[config.mk]
export PLATFORM = sky130hd
export DESIGN_NAME = reg_file_sequencer_flat
export DESIGN_NICKNAME = d
export VERILOG_FILES = /design/src/rtl/reg_file_sequencer_if.sv /design/src/rtl/reg_file_sequencer.sv /design/src/flat_wrapper.sv
export SDC_FILE = /design/constraint.sdc
export NUM_CORES = 1
export LEC_CHECK = 0
export BUFFER_PORTS_ARGS = -buffer_cell sky130_fd_sc_hd__buf_2
export CAP_MARGIN = 20
export CORE_ASPECT_RATIO = 1.75
export CORE_MARGIN = 8
export CORE_UTILIZATION = 45
export DETAILED_ROUTE_END_ITERATION = 16
export GPL_TIMING_DRIVEN = 0
export PLACE_DENSITY = 0.71
export SLEW_MARGIN = 20
export SYNTH_ARGS = -nofsm -noshare
export SYNTH_HDL_FRONTEND = slang
export SYNTH_SLANG_ARGS = --single-unit
[constraint.sdc]
create_clock -name clk -period 2.38 [get_ports clk]
set_input_delay 0.119 -clock clk [delete_from_list [all_inputs] [get_ports clk]]
set_output_delay 0.119 -clock clk [all_outputs]
set_load 0.03 [all_outputs]
[src/rtl/reg_file_sequencer_if.sv]
// Bundle of decoder, ROM-fetch and register-file signals around reg_file_sequencer.
// The sequencer uses the slave modport; the decoder/ROM/register-file side uses master.
interface reg_file_sequencer_if;
  logic       start;
  logic [2:0] op;
  logic [3:0] idx;
  logic [3:0] accIn;
  logic [7:0] immIn;
  logic       busy;
  logic       done;
  logic       err;
  logic [3:0] accOut;
  logic       accWe;
  logic       zeroOut;
  logic [7:0] srcAddr;
  logic       srcValid;
  logic       romReq;
  logic [7:0] romAddr;
  logic       romAck;
  logic [7:0] romData;
  logic       regWe;
  logic [3:0] regAddr;
  logic [3:0] regDin;
  logic       pairWe;
  logic [3:0] pairAddr;
  logic [7:0] pairDin;
  logic [3:0] regDout;
  logic [7:0] pairDout;

  modport slave (
    input  start, op, idx, accIn, immIn, romAck, romData, regDout, pairDout,
    output busy, done, err, accOut, accWe, zeroOut, srcAddr, srcValid,
           romReq, romAddr, regWe, regAddr, regDin, pairWe, pairAddr, pairDin
  );

  modport master (
    output start, op, idx, accIn, immIn, romAck, romData, regDout, pairDout,
    input  busy, done, err, accOut, accWe, zeroOut, srcAddr, srcValid,
           romReq, romAddr, regWe, regAddr, regDin, pairWe, pairAddr, pairDin
  );
endinterface

[src/rtl/reg_file_sequencer.sv]
// Micro-sequencer owning the 16x4 index register file: executes register-class
// instructions, runs the FIN ROM fetch handshake and pulses done on completion.
module reg_file_sequencer #(
  parameter int unsigned TIMEOUT = 8
) (
  input logic                 clk,
  input logic                 rstN,
  reg_file_sequencer_if.slave bus
);
  localparam int unsigned CW = (TIMEOUT < 1) ? 1 : $clog2(TIMEOUT + 1);

  typedef enum logic [2:0] {IDLE, EXEC, ROMWAIT, WB, DONE} state_e;
  typedef enum logic [2:0] {
    OP_INC, OP_ISZ, OP_XCH, OP_LD, OP_FIM, OP_FIN, OP_SRC, OP_ILL
  } op_e;

  state_e        state_q, state_d;
  op_e           op_q, op_d;
  logic [3:0]    idx_q, idx_d, acc_q, acc_d, accOut_q, accOut_d;
  logic [7:0]    imm_q, imm_d, src_q, src_d;
  logic [7:0]    romAddr_q, romAddr_d, romData_q, romData_d;
  logic          zero_q, zero_d, err_q, err_d;
  logic [CW-1:0] cnt_q, cnt_d;
  logic [3:0]    inc;

  always_ff @(posedge clk or negedge rstN) begin
    if (!rstN) begin
      state_q   <= IDLE;
      op_q      <= OP_INC;
      idx_q     <= '0;
      acc_q     <= '0;
      imm_q     <= '0;
      accOut_q  <= '0;
      src_q     <= '0;
      romAddr_q <= '0;
      romData_q <= '0;
      zero_q    <= 1'b0;
      err_q     <= 1'b0;
      cnt_q     <= '0;
    end else begin
      state_q   <= state_d;
      op_q      <= op_d;
      idx_q     <= idx_d;
      acc_q     <= acc_d;
      imm_q     <= imm_d;
      accOut_q  <= accOut_d;
      src_q     <= src_d;
      romAddr_q <= romAddr_d;
      romData_q <= romData_d;
      zero_q    <= zero_d;
      err_q     <= err_d;
      cnt_q     <= cnt_d;
    end
  end

  assign inc = bus.regDout + 4'd1;

  always_comb begin
    state_d      = state_q;
    op_d         = op_q;
    idx_d        = idx_q;
    acc_d        = acc_q;
    imm_d        = imm_q;
    accOut_d     = accOut_q;
    src_d        = src_q;
    romAddr_d    = romAddr_q;
    romData_d    = romData_q;
    zero_d       = zero_q;
    err_d        = err_q;
    cnt_d        = cnt_q;
    bus.done     = 1'b0;
    bus.accWe    = 1'b0;
    bus.srcValid = 1'b0;
    bus.romReq   = 1'b0;
    bus.regWe    = 1'b0;
    bus.pairWe   = 1'b0;
    bus.regAddr  = idx_q;
    bus.regDin   = inc;
    bus.pairAddr = {idx_q[3:1], 1'b0};
    bus.pairDin  = imm_q;

    unique case (state_q)
      IDLE: begin
        if (bus.start) begin
          op_d    = op_e'(bus.op);
          idx_d   = bus.idx;
          acc_d   = bus.accIn;
          imm_d   = bus.immIn;
          err_d   = 1'b0;
          cnt_d   = '0;
          state_d = EXEC;
        end
      end
      EXEC: begin
        state_d = DONE;
        unique case (op_q)
          OP_INC: bus.regWe = 1'b1;
          OP_ISZ: begin
            bus.regWe = 1'b1;
            zero_d    = (inc == 4'd0);
          end
          OP_XCH: begin
            bus.regWe  = 1'b1;
            bus.regDin = acc_q;
            accOut_d   = bus.regDout;
          end
          OP_LD:  accOut_d = bus.regDout;
          OP_FIM: bus.pairWe = 1'b1;
          OP_SRC: src_d = bus.pairDout;
          // FIN reads its fetch address from pair 0 regardless of idx
          OP_FIN: begin
            bus.pairAddr = 4'd0;
            romAddr_d    = bus.pairDout;
            state_d      = ROMWAIT;
          end
          default: err_d = 1'b1;
        endcase
      end
      ROMWAIT: begin
        bus.romReq = 1'b1;
        if (bus.romAck) begin
          romData_d = bus.romData;
          state_d   = WB;
        end else if ((TIMEOUT != 0) && (cnt_q == CW'(TIMEOUT))) begin
          err_d   = 1'b1;
          state_d = DONE;
        end else begin
          cnt_d = cnt_q + CW'(1);
        end
      end
      WB: begin
        bus.pairWe  = 1'b1;
        bus.pairDin = romData_q;
        state_d     = DONE;
      end
      DONE: begin
        bus.done     = 1'b1;
        bus.accWe    = (op_q == OP_XCH) || (op_q == OP_LD);
        bus.srcValid = (op_q == OP_SRC);
        state_d      = IDLE;
      end
      default: state_d = IDLE;
    endcase
  end

  assign bus.busy    = (state_q != IDLE);
  assign bus.err     = err_q;
  assign bus.accOut  = accOut_q;
  assign bus.zeroOut = zero_q;
  assign bus.srcAddr = src_q;
  assign bus.romAddr = romAddr_q;
endmodule
[src/flat_wrapper.sv]
// flat-port wrapper written by rule: the top's interface ports become plain ports
module reg_file_sequencer_flat 
#(
  parameter int unsigned TIMEOUT = 8
)
  (clk, rstN, bus_start, bus_op, bus_idx, bus_accIn, bus_immIn, bus_romAck, bus_romData, bus_regDout, bus_pairDout, bus_busy, bus_done, bus_err, bus_accOut, bus_accWe, bus_zeroOut, bus_srcAddr, bus_srcValid, bus_romReq, bus_romAddr, bus_regWe, bus_regAddr, bus_regDin, bus_pairWe, bus_pairAddr, bus_pairDin);
  reg_file_sequencer_if bus_i ();
  input logic clk;
  input logic rstN;
  input wire logic [$bits(bus_i.start)-1:0] bus_start;
  input wire logic [$bits(bus_i.op)-1:0] bus_op;
  input wire logic [$bits(bus_i.idx)-1:0] bus_idx;
  input wire logic [$bits(bus_i.accIn)-1:0] bus_accIn;
  input wire logic [$bits(bus_i.immIn)-1:0] bus_immIn;
  input wire logic [$bits(bus_i.romAck)-1:0] bus_romAck;
  input wire logic [$bits(bus_i.romData)-1:0] bus_romData;
  input wire logic [$bits(bus_i.regDout)-1:0] bus_regDout;
  input wire logic [$bits(bus_i.pairDout)-1:0] bus_pairDout;
  output wire logic [$bits(bus_i.busy)-1:0] bus_busy;
  output wire logic [$bits(bus_i.done)-1:0] bus_done;
  output wire logic [$bits(bus_i.err)-1:0] bus_err;
  output wire logic [$bits(bus_i.accOut)-1:0] bus_accOut;
  output wire logic [$bits(bus_i.accWe)-1:0] bus_accWe;
  output wire logic [$bits(bus_i.zeroOut)-1:0] bus_zeroOut;
  output wire logic [$bits(bus_i.srcAddr)-1:0] bus_srcAddr;
  output wire logic [$bits(bus_i.srcValid)-1:0] bus_srcValid;
  output wire logic [$bits(bus_i.romReq)-1:0] bus_romReq;
  output wire logic [$bits(bus_i.romAddr)-1:0] bus_romAddr;
  output wire logic [$bits(bus_i.regWe)-1:0] bus_regWe;
  output wire logic [$bits(bus_i.regAddr)-1:0] bus_regAddr;
  output wire logic [$bits(bus_i.regDin)-1:0] bus_regDin;
  output wire logic [$bits(bus_i.pairWe)-1:0] bus_pairWe;
  output wire logic [$bits(bus_i.pairAddr)-1:0] bus_pairAddr;
  output wire logic [$bits(bus_i.pairDin)-1:0] bus_pairDin;
  assign bus_i.start = bus_start;
  assign bus_i.op = bus_op;
  assign bus_i.idx = bus_idx;
  assign bus_i.accIn = bus_accIn;
  assign bus_i.immIn = bus_immIn;
  assign bus_i.romAck = bus_romAck;
  assign bus_i.romData = bus_romData;
  assign bus_i.regDout = bus_regDout;
  assign bus_i.pairDout = bus_pairDout;
  assign bus_busy = bus_i.busy;
  assign bus_done = bus_i.done;
  assign bus_err = bus_i.err;
  assign bus_accOut = bus_i.accOut;
  assign bus_accWe = bus_i.accWe;
  assign bus_zeroOut = bus_i.zeroOut;
  assign bus_srcAddr = bus_i.srcAddr;
  assign bus_srcValid = bus_i.srcValid;
  assign bus_romReq = bus_i.romReq;
  assign bus_romAddr = bus_i.romAddr;
  assign bus_regWe = bus_i.regWe;
  assign bus_regAddr = bus_i.regAddr;
  assign bus_regDin = bus_i.regDin;
  assign bus_pairWe = bus_i.pairWe;
  assign bus_pairAddr = bus_i.pairAddr;
  assign bus_pairDin = bus_i.pairDin;
  reg_file_sequencer #(.TIMEOUT(TIMEOUT)) u_core (.clk(clk), .rstN(rstN), .bus(bus_i));
endmodule
# Word-level counts from Yosys, hierarchy flattened
# Cells that the tools add are included.
# op_classes
n_addsub,2
eq_ne,17
muxes,27
reduce_logical,19
# ops
operator,n
4-bit 2-to-1 mux,7
2-bit AND reduction,7
"3-bit by 2-bit == test with 1-bit output, second input constant",4
"3-bit == test, second input constant",4
3-bit 2-to-1 mux,4
3-bit case mux with 4 select lines,1
1-bit 2-to-1 mux,11
"4-bit by 1-bit adder with 4-bit output, second input constant",2
8-bit 2-to-1 mux,1
"2-bit != test, second input constant",4
4-bit case mux with 2 select lines,1
7-bit OR reduction,1
"3-bit by 1-bit == test with 1-bit output, second input constant",2
3-bit zero test,2
3-bit nonzero test,2
5-bit AND reduction,1
"4-bit == test, second input constant",1
4-bit zero test,1
4-bit AND reduction,1
"3-bit by 2-bit != test with 1-bit output, second input constant",1
1-bit case mux with 3 select lines,1
3-bit OR reduction,1
"2-bit by 1-bit != test with 1-bit output, second input constant",1
1-bit case mux with 2 select lines,1
3 further kinds,3
# totals
regBits,56
output_inout_bits,49

# Longest topological paths before layout
# Gate-level depths: netlist (run 1).
# logic_depth
depth_word,4
mapped_depth,7
mapped_depth_nobuf,6

# Worst setup path before layout (run 1)
# No wires, ideal clock.
# synth_path
path_kind,reg-to-output
from,register u_core.state_q[0]
to,output bus_accWe
arrival_ns,1.916
required_ns,2.261
setup_slack_ns,0.345
stages_incl_launch_ff,5
path_buffers,1
cell_sequence,dfrtp_1 -> buf_2 -> nor3b_1 -> nand2_1 -> nor2_1
# synth_between
elab_chain_cells,2
# synth_lines
element,line_no,text
from (decl),reg_file_sequencer.sv:17,"state_e state_q, state_d;"
from (signal assigned),reg_file_sequencer.sv:41,state_q <= state_d;
3-bit == test,reg_file_sequencer.sv:82,unique case (state_q)
1-bit 2-to-1 mux,reg_file_sequencer.sv:82,
to (decl),flat_wrapper.sv:23,output wire logic [$bits(bus_i.accWe)-1:0] bus_accWe;
# Every way passes these cells.

# Final worst setup path (run 1)
# layout_path
from,register u_core.state_q[1]
to,output bus_pairAddr[2]
# layout_between
elab_chain_cells,2
# layout_lines
element,line_no,text
3-bit by 1-bit == test with 1-bit output,reg_file_sequencer.sv:82,
4-bit 2-to-1 mux,reg_file_sequencer.sv:82,
to (decl),flat_wrapper.sv:33,output wire logic [$bits(bus_i.pairAddr)-1:0] bus_pairAddr;
# Every way passes these cells.

==> flow_summary_export.csv, run 1 <==
group,metric,value,unit
clock_tree,post_cts_buffers,0,
final_layout,drive_above_1_share,0.544,
global_routing,grt_overflow,0,
critical_path,crit_type,"register to output pin",
final_layout,mostFrequentLayoutCell,"buf_2",
sta,max_freq,0.449,GHz
yosys,syn-num-nets,252,
yosys,synth_cells,206,
route,dr.first_iter.drc_count,70,
yosys,ys_seq_area_frac,0.535,
placed_design,post-dp-hpwl,4660,um
placed_design,portBuffers,90,
global_routing,gr-usage-all-layers,0.150,
die,dieWidth,73.7,um
die,initial_core_util,0.457,
route,dr.pass1.iters,4,
yosys,synth-seq-cells,56,
sta,timing.final.ws_setup,0.154,ns
clock_tree,clk_path_buf_depth,2,
clock_tree,root_buffer,"clkbuf_8",
clock_tree,clkTransAtPathRegs,0.10,ns
yosys,synth_top_family_by_area,"multiplexers",
global_routing,grt_pass1_wl,9770,um
critical_path,endpoint_kind,"output pin",
critical_path,timing.critical_path.fanout_max,10,
route,vias,1869,
yosys,synthXorXnorAreaFrac,0.0100,
sta,setup-tns-final,0,ns
yosys,syn_area,2620,um2
route,via_per_inst,4.88,
die,dieHeight,117,um
die,die-area,8620,um2
sta,relSlewSlack,0.532,
clock_tree,cts_sinks,56,
critical_path,r2r_start,"u_core.state_q[2]$_DFFE_PN0P_",
global_routing,grt_start_max_net_pins,57,
critical_path,r2r-end,"u_core.imm_q[4]$_DFFE_PN0P_",
critical_path,cp-start-kind,"register",
placed_design,place_inst,374,
route,drtAntennaViolNets,0,
die,core_area,5740,um2
yosys,yosysUniqueCellTypes,38,
sta,min_period_over_period,0.935,
yosys,synth_compound_area_frac,0.0406,
global_routing,antenna_found_initial,0,
yosys,synth.mux.area_fraction,0.249,
route,wl,6090,um
sta,hold_viol,0,
critical_path,critical_path_arrival,2.11,ns
clock_tree,htreeDepth,2,
final_layout,fin_cells,383,
yosys,yosys.area_share.simple,0.117,
critical_path,crit_required,2.26,ns
clock_tree,clk_latency,0.31,ns
sta,finClkSkew,0.00261,ns
yosys,syn_area_per_cell,12.7,um2
clock_tree,post_cts_resized,0,
yosys,ys_warn_count,0,
critical_path,regToRegSetupSlack,0.46,ns
job,cap_violations,0,
power_and_ir_drop,power_density,1370,nW/um2
run_status,status,"finished, final reports clean",
final_layout,diodes,0,
sta,worstMarginPinSlew,0.701,ns
die,pin_count,92,
clock_tree,holdBufCountCts,1,
die,rows,37,
min_path,hp-class,"input port to register",
min_path,worstHoldPathCells,3,
min_path,hold-path-endpoint,"u_core.op_q[2]$_DFFE_PN0P_",
yosys,synthAdderAreaFrac,0.0143,
route,wl_per_cell,15.9,um
placed_design,place_ws,0.465,ns
final_layout,nets,350,
global_routing,grt_pass1_vias,2011,
route,drc,0,
final_layout,mostFrequentLayoutCells,"buf_2, dfrtp_1, mux2_2",
min_path,min_from,"bus_op[2]",
clock_tree,numCtsBuffers,5,
power_and_ir_drop,power,4510,uW
power_and_ir_drop,ir_drop,0.000634,V
sta,rsz0062_at_grt,"no",
sta,fin_crit,2.23,ns
clock_tree,tritoncts,"done",
sta,drv_slew,0,
placed_design,gp_congestion,0.788,
sta,setup_viol_count_final,0,
power_and_ir_drop,p_leak,0.00160,uW
final_layout,syn2layout_area_growth,25.6,%
critical_path,ff2ff_path_depth,5,
-- critical path, stage by stage (launching register included) --
cell and delay (ns):
dfrtp_1 0.41, nand2b_1 0.19, or3_1 0.40, or2_4 0.27, buf_6 0.16, and2_1 0.18, buf_2 0.18
-- cell usage after synthesis --
library cell	n	area, um2
clkbuf_1	2	7.51
a211oi_1	1	7.51
inv_1	5	18.8
or2_2	1	6.26
or2_4	1	8.76
nand2b_4	1	13.8
o31ai_1	1	7.51
and2_1	4	25.0
or3_4	1	11.3
a2111o_1	1	11.3
xor2_1	2	17.5
dfrtp_1	56	1400
buf_6	2	22.5
conb_1	1	3.75
nor3b_1	2	15.0
nor2_4	1	11.3
a221oi_1	1	8.76
xnor2_1	1	8.76
nand3b_1	2	15.0
mux2_4	6	90.1
and4b_1	1	10.0
a31oi_1	1	6.26
nor2_1	13	48.8
nand3_1	5	25.0
ha_1	3	37.5
or3_1	4	25.0
buf_2	3	15.0
nand2b_1	5	31.3
o21ai_0	8	40.0
nand2_1	9	33.8
a21oi_1	5	25.0
or2b_1	1	7.51
mux2_2	49	552
buf_4	3	22.5
mux2_1	1	11.3
nor2b_1	1	6.26
or4_1	1	7.51
nor3_1	1	5.00
-- registers in the layout, summed over array words and instances (netlist names) --
signal / flops
u_core.bus.err: 1
u_core.op_q: 3
u_core.imm_q: 8
u_core.romData_q: 8
u_core.bus.accOut: 4
u_core.state_q: 3
u_core.bus.zeroOut: 1
u_core.bus.srcAddr: 8
u_core.bus.romAddr: 8
u_core.cnt_q: 4
u_core.bus.regAddr: 4
u_core.acc_q: 4
-- where the power goes --
part	switching [uW]	total, uW	internal (uW)
Sequential	235	1610	1370
Combinational	1380	2280	900
Clock	311	623	312
Total	1930	4510	2580
-- per-layer routing --
metal | vias to the layer above | share of wire | track usage
li1 | 909 | - | -
met1 | 905 | 0.36 | 0.151
met5 | - | 0 | 0
met4 | 0 | 0.018 | 0.0631
met2 | 49 | 0.55 | 0.273
met3 | 6 | 0.065 | 0.0435
-- how the worst max path moves through the flow --
stage,startpoint,end,slack [ns],depth (start not counted)
after detailed placement,u_core.state_q[2]$_DFFE_PN0P_,u_core.imm_q[4]$_DFFE_PN0P_,0.46,5
after floorplan,u_core.state_q[0]$_DFFE_PN0P_,bus_accWe,0.35,4
after global routing,u_core.state_q[1]$_DFFE_PN0P_,bus_pairAddr[2],0.06,6
after CTS,u_core.state_q[1]$_DFFE_PN0P_,bus_pairAddr[2],0.13,6
final,u_core.state_q[1]$_DFFE_PN0P_,bus_pairAddr[2],0.15,6
after global placement,u_core.state_q[2]$_DFFE_PN0P_,u_core.imm_q[1]$_DFFE_PN0P_,0.49,5
-- per-stage QoR --
stage / utilization / instance area, um2 / hold slack [ns]
2_1_floorplan: - / 2620 / -0.177
3_3_place_gp: 0.552 / 3170 / 0.337
3_5_place_dp: 0.553 / 3170 / 0.215
4_1_cts: 0.574 / 3290 / 0.00634
5_1_grt: 0.574 / 3290 / 0.0153
6_report: 0.574 / 3290 / 0.0185
-- final cells by class --
type	instances	area [um2]
sequential	56	1400
inverter	5	18.8
fill	533	2450
clock buffer	5	68.8
multi-input combinational	135	1130
timing repair buffer	91	463
clock inverter	3	42.5
buffer	10	67.6
tap	78	97.6
-- cells by family after synthesis --
kind of cell               count (synthesis)
adders and majority gates                  3
DFF                                       56
xor gates and xnor gates                   3
and+or+nand+nor                           54
muxes                                     56
other                                      1
AOI/OAI and AO/OA                         18
buffers and inverters                     15
No activity file was read; power rests on OpenSTA's default activity.
==> run 2, diff against run 1 <==
--- a/config.mk
+++ b/config.mk
@@ -8,11 +8,10 @@
 export BUFFER_PORTS_ARGS = -buffer_cell sky130_fd_sc_hd__buf_2
 export CAP_MARGIN = 20
 export CORE_ASPECT_RATIO = 1.75
-export CORE_MARGIN = 8
-export CORE_UTILIZATION = 45
+export CORE_UTILIZATION = 34
 export DETAILED_ROUTE_END_ITERATION = 16
 export GPL_TIMING_DRIVEN = 0
-export PLACE_DENSITY = 0.71
+export PLACE_DENSITY = 0.56
 export SLEW_MARGIN = 20
 export SYNTH_ARGS = -nofsm -noshare
 export SYNTH_HDL_FRONTEND = slang
==> run 2 against run 1 <==
- final cell count up 2.6%
- via count up 2.1%
- global-route usage down 0.13 points
- register-to-register slack worse by 0.03 ns
- routed wire length down 9.1%
- maximum frequency up 2.6%
- worst setup slack better by 0.055 ns
- total power up 1.9%
==> flow_summary_export.csv, run 2 (same netlist as run 1, synthesis figures left out) <==
group,metric,value,unit
final_layout,final_util,0.445,
die,dieWidth,68.4,um
global_routing,grt_start_max_net_pins,57,
clock_tree,clk_latency,0.30,ns
die,rows,42,
route,drc,0,
final_layout,regArea,1400,um2
global_routing,grt_pass1_vias,1881,
route,wl_per_cell,14.1,um
die,core_area,7510,um2
sta,finClkSkew,0.00605,ns
final_layout,nets,350,
sta,fin_crit,2.17,ns
power_and_ir_drop,p_leak,0.00162,uW
critical_path,ff2ff_path_depth,5,
global_routing,grt_pass1_wl,8800,um
global_routing,grt_use_met1,0.157,
global_routing,antenna_found_initial,0,
sta,relSlewSlack,0.530,
global_routing,grt_overflow,0,
route,via_per_inst,4.86,
sta,min_period_over_period,0.912,
clock_tree,post_cts_buffers,0,
clock_tree,cts_sinks,56,
global_routing,busiest_layer,"met2",
critical_path,timing.critical_path.fanout_max,10,
critical_path,cp-start-kind,"register",
power_and_ir_drop,ir_drop,0.000577,V
min_path,worstHoldPathCells,3,
critical_path,endpoint_kind,"output pin",
clock_tree,htreeDepth,2,
sta,hold_viol,0,
critical_path,crit_type,"register to output pin",
global_routing,gr-usage-all-layers,0.148,
route,drtAntennaViolNets,0,
clock_tree,clkTransAtPathRegs,0.07,ns
sta,max_freq,0.461,GHz
final_layout,drive_above_1_share,0.541,
final_layout,multi_input_area,1130,um2
clock_tree,numCtsBuffers,5,
final_layout,diodes,0,
critical_path,critical_path_arrival,2.05,ns
power_and_ir_drop,power_density,1380,nW/um2
placed_design,gp_congestion,0.756,
die,initial_core_util,0.349,
die,pin_count,92,
clock_tree,clk_path_buf_depth,2,
sta,setup-tns-final,0,ns
sta,drv_slew,0,
final_layout,mostFrequentLayoutCells,"buf_2, dfrtp_1, mux2_2",
final_layout,n_fill_cell,726,
die,die-area,8080,um2
route,dr.first_iter.drc_count,85,
job,cap_violations,0,
sta,rsz0062_at_grt,"no",
global_routing,grt.met3_usage,0.0367,
route,vias,1909,
placed_design,post-dp-hpwl,4140,um
global_routing,use_met2,0.263,
sta,worstMarginPinSlew,0.705,ns
final_layout,mostFrequentLayoutCell,"buf_2",
die,dieHeight,118,um
clock_tree,root_buffer,"clkbuf_16",
run_status,status,"finished, final reports clean",
min_path,hp-class,"input port to register",
sta,setup_viol_count_final,0,
critical_path,crit_required,2.26,ns
route,wl,5540,um
final_layout,syn2layout_area_growth,27.6,%
placed_design,portBuffers,90,
route,dr.pass1.iters,4,
clock_tree,tritoncts,"done",
[run 2: cell types whose count changed in the layout (fill, tap and decap cells not counted), sizes merged]
cell,previous run,this run
clkbuf,7,9
bufinv,1,0
clkinv,1,0
[run 2: timing repair]
action,4_1_cts,5_1_grt
hold endpoints to repair,56,0
resized for setup,0,0
setup endpoints to repair,0,0
hold buffers,1,0
[run 2: cell type report]
| type | instances | share of cell area |
|---|---|---|
| multi-input cells | 135 | 0.339 |
| flip-flops and latches | 56 | 0.419 |
| repair buffers | 91 | 0.138 |
| clock buffers | 7 | 0.0426 |
| plain buffers | 10 | 0.0202 |
| clock inverters | 1 | 0.00224 |
| inverters | 5 | 0.00561 |
| well taps | 88 | 0.0329 |
[run 2: layer usage]
metal  routed length (um)  share of wire  vias up
met5                    0              0        -
li1                     -              -      913
met3                  313          0.057        7
met2                 3000           0.54       56
met1                 2110           0.38      933
met4                  114          0.021        0
[run 2: worst paths after layout]
kind                                                   start                                 to  slack (ns)
min in group asynchronous                               rstN   u_core.bus.accOut[0]$_DFFE_PN0P_        0.41
max in group asynchronous                               rstN  u_core.bus.romAddr[1]$_DFFE_PN0N_        1.50
setup / recovery               u_core.state_q[1]$_DFFE_PN0P_                    bus_pairAddr[2]        0.21
hold reg to reg            u_core.bus.srcAddr[0]$_DFFE_PN0P_  u_core.bus.srcAddr[0]$_DFFE_PN0P_        0.49
hold / removal                                     bus_op[2]         u_core.op_q[2]$_DFFE_PN0P_        0.03
setup reg to reg               u_core.state_q[2]$_DFFE_PN0P_        u_core.acc_q[3]$_DFFE_PN0P_        0.43
[run 2: critical path, stage by stage (launching register included)]
cell,delay [ns]
dfrtp_1,0.40
nand2b_1,0.19
or3_1,0.40
or2_4,0.27
buf_6,0.16
and2_1,0.16
buf_2,0.17
[run 2: report_power, final]
group          total [uW]  switching [uW]  internal (uW)
clock network         752             332            420
logic                2250            1350            900
registers            1600             226           1370
[run 2: through the flow]
| stage | cells | worst slack (ns) | total power (uW) | hold WS [ns] | instance area, um2 |
|---|---|---|---|---|---|
| after floorplan | 206 | 0.345 | 3270 | -0.177 | 2620 |
| after global placement | 384 | 0.417 | 3870 | 0.325 | 3180 |
| after detailed placement | 384 | 0.403 | 3910 | 0.224 | 3180 |
| after CTS | 393 | 0.183 | 4680 | 0.0269 | 3340 |
| after global routing | 393 | 0.118 | 4910 | 0.0387 | 3340 |
| final | 393 | 0.210 | 4600 | 0.0301 | 3340 |
==> run 3, diff against run 2 <==
--- a/config.mk
+++ b/config.mk
@@ -12,6 +12,7 @@
 export DETAILED_ROUTE_END_ITERATION = 16
 export GPL_TIMING_DRIVEN = 0
 export PLACE_DENSITY = 0.56
+export SETUP_SLACK_MARGIN = 0.4
 export SLEW_MARGIN = 20
 export SYNTH_ARGS = -nofsm -noshare
 export SYNTH_HDL_FRONTEND = slang
==> run 3 against run 2 <==
- highest routed layer unchanged
- critical path depth fell by 1
- final cell count rose by 3.6%
- clock skew fell by 0.0018 ns
- combinational power rose by 12%
- critical endpoint is now bus_regDin[1]
- cell area rose by 7.8%
- sequential share of layout area fell by 3.0 points
- largest cell class unchanged
- register-to-register slack improved by 0.02 ns
- largest power group unchanged
- routed wire length rose by 6.2%
- total power rose by 9.3%
==> flow_summary_export.csv, run 3 (same netlist as run 1, synthesis figures left out) <==
group,metric,value,unit
global_routing,grt_overflow,0,
critical_path,critPathTopFamily,"simple AND/OR/NAND/NOR gates",
critical_path,cpPeakStageDelay,0.48,ns
route,drc,0,
placed_design,portBuffers,90,
clock_tree,clk_path_buf_depth,2,
critical_path,critical-path-slowest-cell,"or4_4",
power_and_ir_drop,p_leak,0.00175,uW
die,die-area,8080,um2
route,drtAntennaViolNets,0,
placed_design,post_dp_cell_area,3190,um2
route,wl,5880,um
critical_path,timing.critical_path.fanout_max,7,
route,vias,1940,
clock_tree,clk_latency,0.30,ns
final_layout,drive_above_1_share,0.596,
critical_path,endpoint_kind,"output pin",
global_routing,grt_start_max_net_pins,57,
route,wl_per_cell,14.4,um
critical_path,r2r_start,"u_core.state_q[1]$_DFFE_PN0P_",
sta,setup-tns-final,0,ns
final_layout,stdcell_area,3600,um2
placed_design,post-dp-hpwl,4190,um
min_path,hp-class,"input port to register",
clock_tree,numCtsBuffers,5,
route,dr.first_iter.drc_count,62,
critical_path,crit_required,2.26,ns
critical_path,crit_type,"register to output pin",
run_status,status,"finished, final reports clean",
critical_path,cp-startpoint,"u_core.state_q[1]$_DFFE_PN0P_",
global_routing,grt_pass1_vias,1888,
die,pin_count,92,
sta,hold_viol,0,
final_layout,n_fill_cell,711,
critical_path,cp-start-kind,"register",
sta,rsz0062_at_grt,"yes",
final_layout,mostFrequentLayoutCell,"buf_2",
die,dieHeight,118,um
sta,max_freq,0.490,GHz
power_and_ir_drop,power_density,1390,nW/um2
route,dr.pass1.iters,4,
global_routing,gr-usage-all-layers,0.154,
sta,min_period_over_period,0.858,
global_routing,antenna_found_initial,0,
critical_path,critPathBufInv,2,
final_layout,nets,364,
min_path,min_from,"bus_op[2]",
sta,fin_crit,2.04,ns
power_and_ir_drop,ir_drop,0.000497,V
clock_tree,tritoncts,"done",
final_layout,diodes,0,
die,core_area,7510,um2
global_routing,grt_pass1_wl,9150,um
sta,relSlewSlack,0.513,
clock_tree,clkTransAtPathRegs,0.07,ns
die,initial_core_util,0.349,
final_layout,mostFrequentLayoutCells,"buf_2, dfrtp_1, mux2_2",
die,dieWidth,68.4,um
placed_design,gp_congestion,0.753,
sta,drv_slew,0,
final_layout,fin_cells,407,
route,via_per_inst,4.77,
clock_tree,htreeDepth,2,
clock_tree,cts_sinks,56,
clock_tree,root_buffer,"clkbuf_16",
sta,setup_viol_count_final,0,
critical_path,crit_chain,"nand2b_4, or4_4, buf_8, mux2_4, buf_6",
sta,worstMarginPinSlew,0.730,ns
final_layout,syn2layout_area_growth,37.5,%
critical_path,critical_path_arrival,1.92,ns
die,rows,42,
sta,finClkSkew,0.00428,ns
job,cap_violations,0,
placed_design,place_inst,384,
run 3: what timing repair did:
item	4_1_cts	5_1_grt
pin swaps	4	4
gates resized for setup	20	11
endpoints found under the setup margin	15	28
cloned	0	0
hold endpoints to repair	56	0
setup buffers	6	8
hold buffers	1	0
run 3: final timing paths:
path	cells after the start	end	slack [ns]
setup / recovery	5	bus_regDin[1]	0.34
hold / removal	3	u_core.op_q[2]$_DFFE_PN0P_	0.03
setup reg to reg	7	u_core.acc_q[2]$_DFFE_PN0P_	0.45
hold reg to reg	1	u_core.bus.srcAddr[0]$_DFFE_PN0P_	0.49
max in group asynchronous	2	u_core.op_q[2]$_DFFE_PN0P_	1.43
min in group asynchronous	2	u_core.bus.accOut[3]$_DFFE_PN0P_	0.41
run 3: cell type report:
class	count	area (um2)	share of cell area
Clock buffer	6	139	0.0385
Timing Repair Buffer	105	614	0.170
Multi-Input combinational cell	135	1180	0.327
Sequential cell	56	1400	0.389
Inverter	5	18.8	0.00521
Buffer	10	103	0.0285
Clock inverter	2	38.8	0.0108
Tap cell	88	110	0.0305
run 3: tightest hold or removal path, stage by stage:
cell,delay [ns]
buf_2,0.07
nand2_1,0.03
o21ai_0,0.06
run 3: through the flow:
step	hold WS (ns)	utilization	power [uW]	setup slack (ns)
floorplan	-0.177	-	3280	0.581
global placement	0.325	0.424	3880	0.449
detailed placement	0.235	0.424	3910	0.459
CTS	0.0236	0.465	4940	0.308
global route	0.0336	0.480	5330	0.305
finish	0.0257	0.480	5030	0.337
run 3: per-layer routing:
layer	track usage	share of wire	up-vias
li1	-	-	941
met1	0.169	0.39	943
met2	0.270	0.55	50
met3	0.0357	0.049	6
met4	0.0625	0.019	0
met5	0	0	-
run 3: power breakdown:
part / switching, uW / internal, uW
sequential: 243 / 1370
clock: 350 / 528
combinational: 1410 / 1120
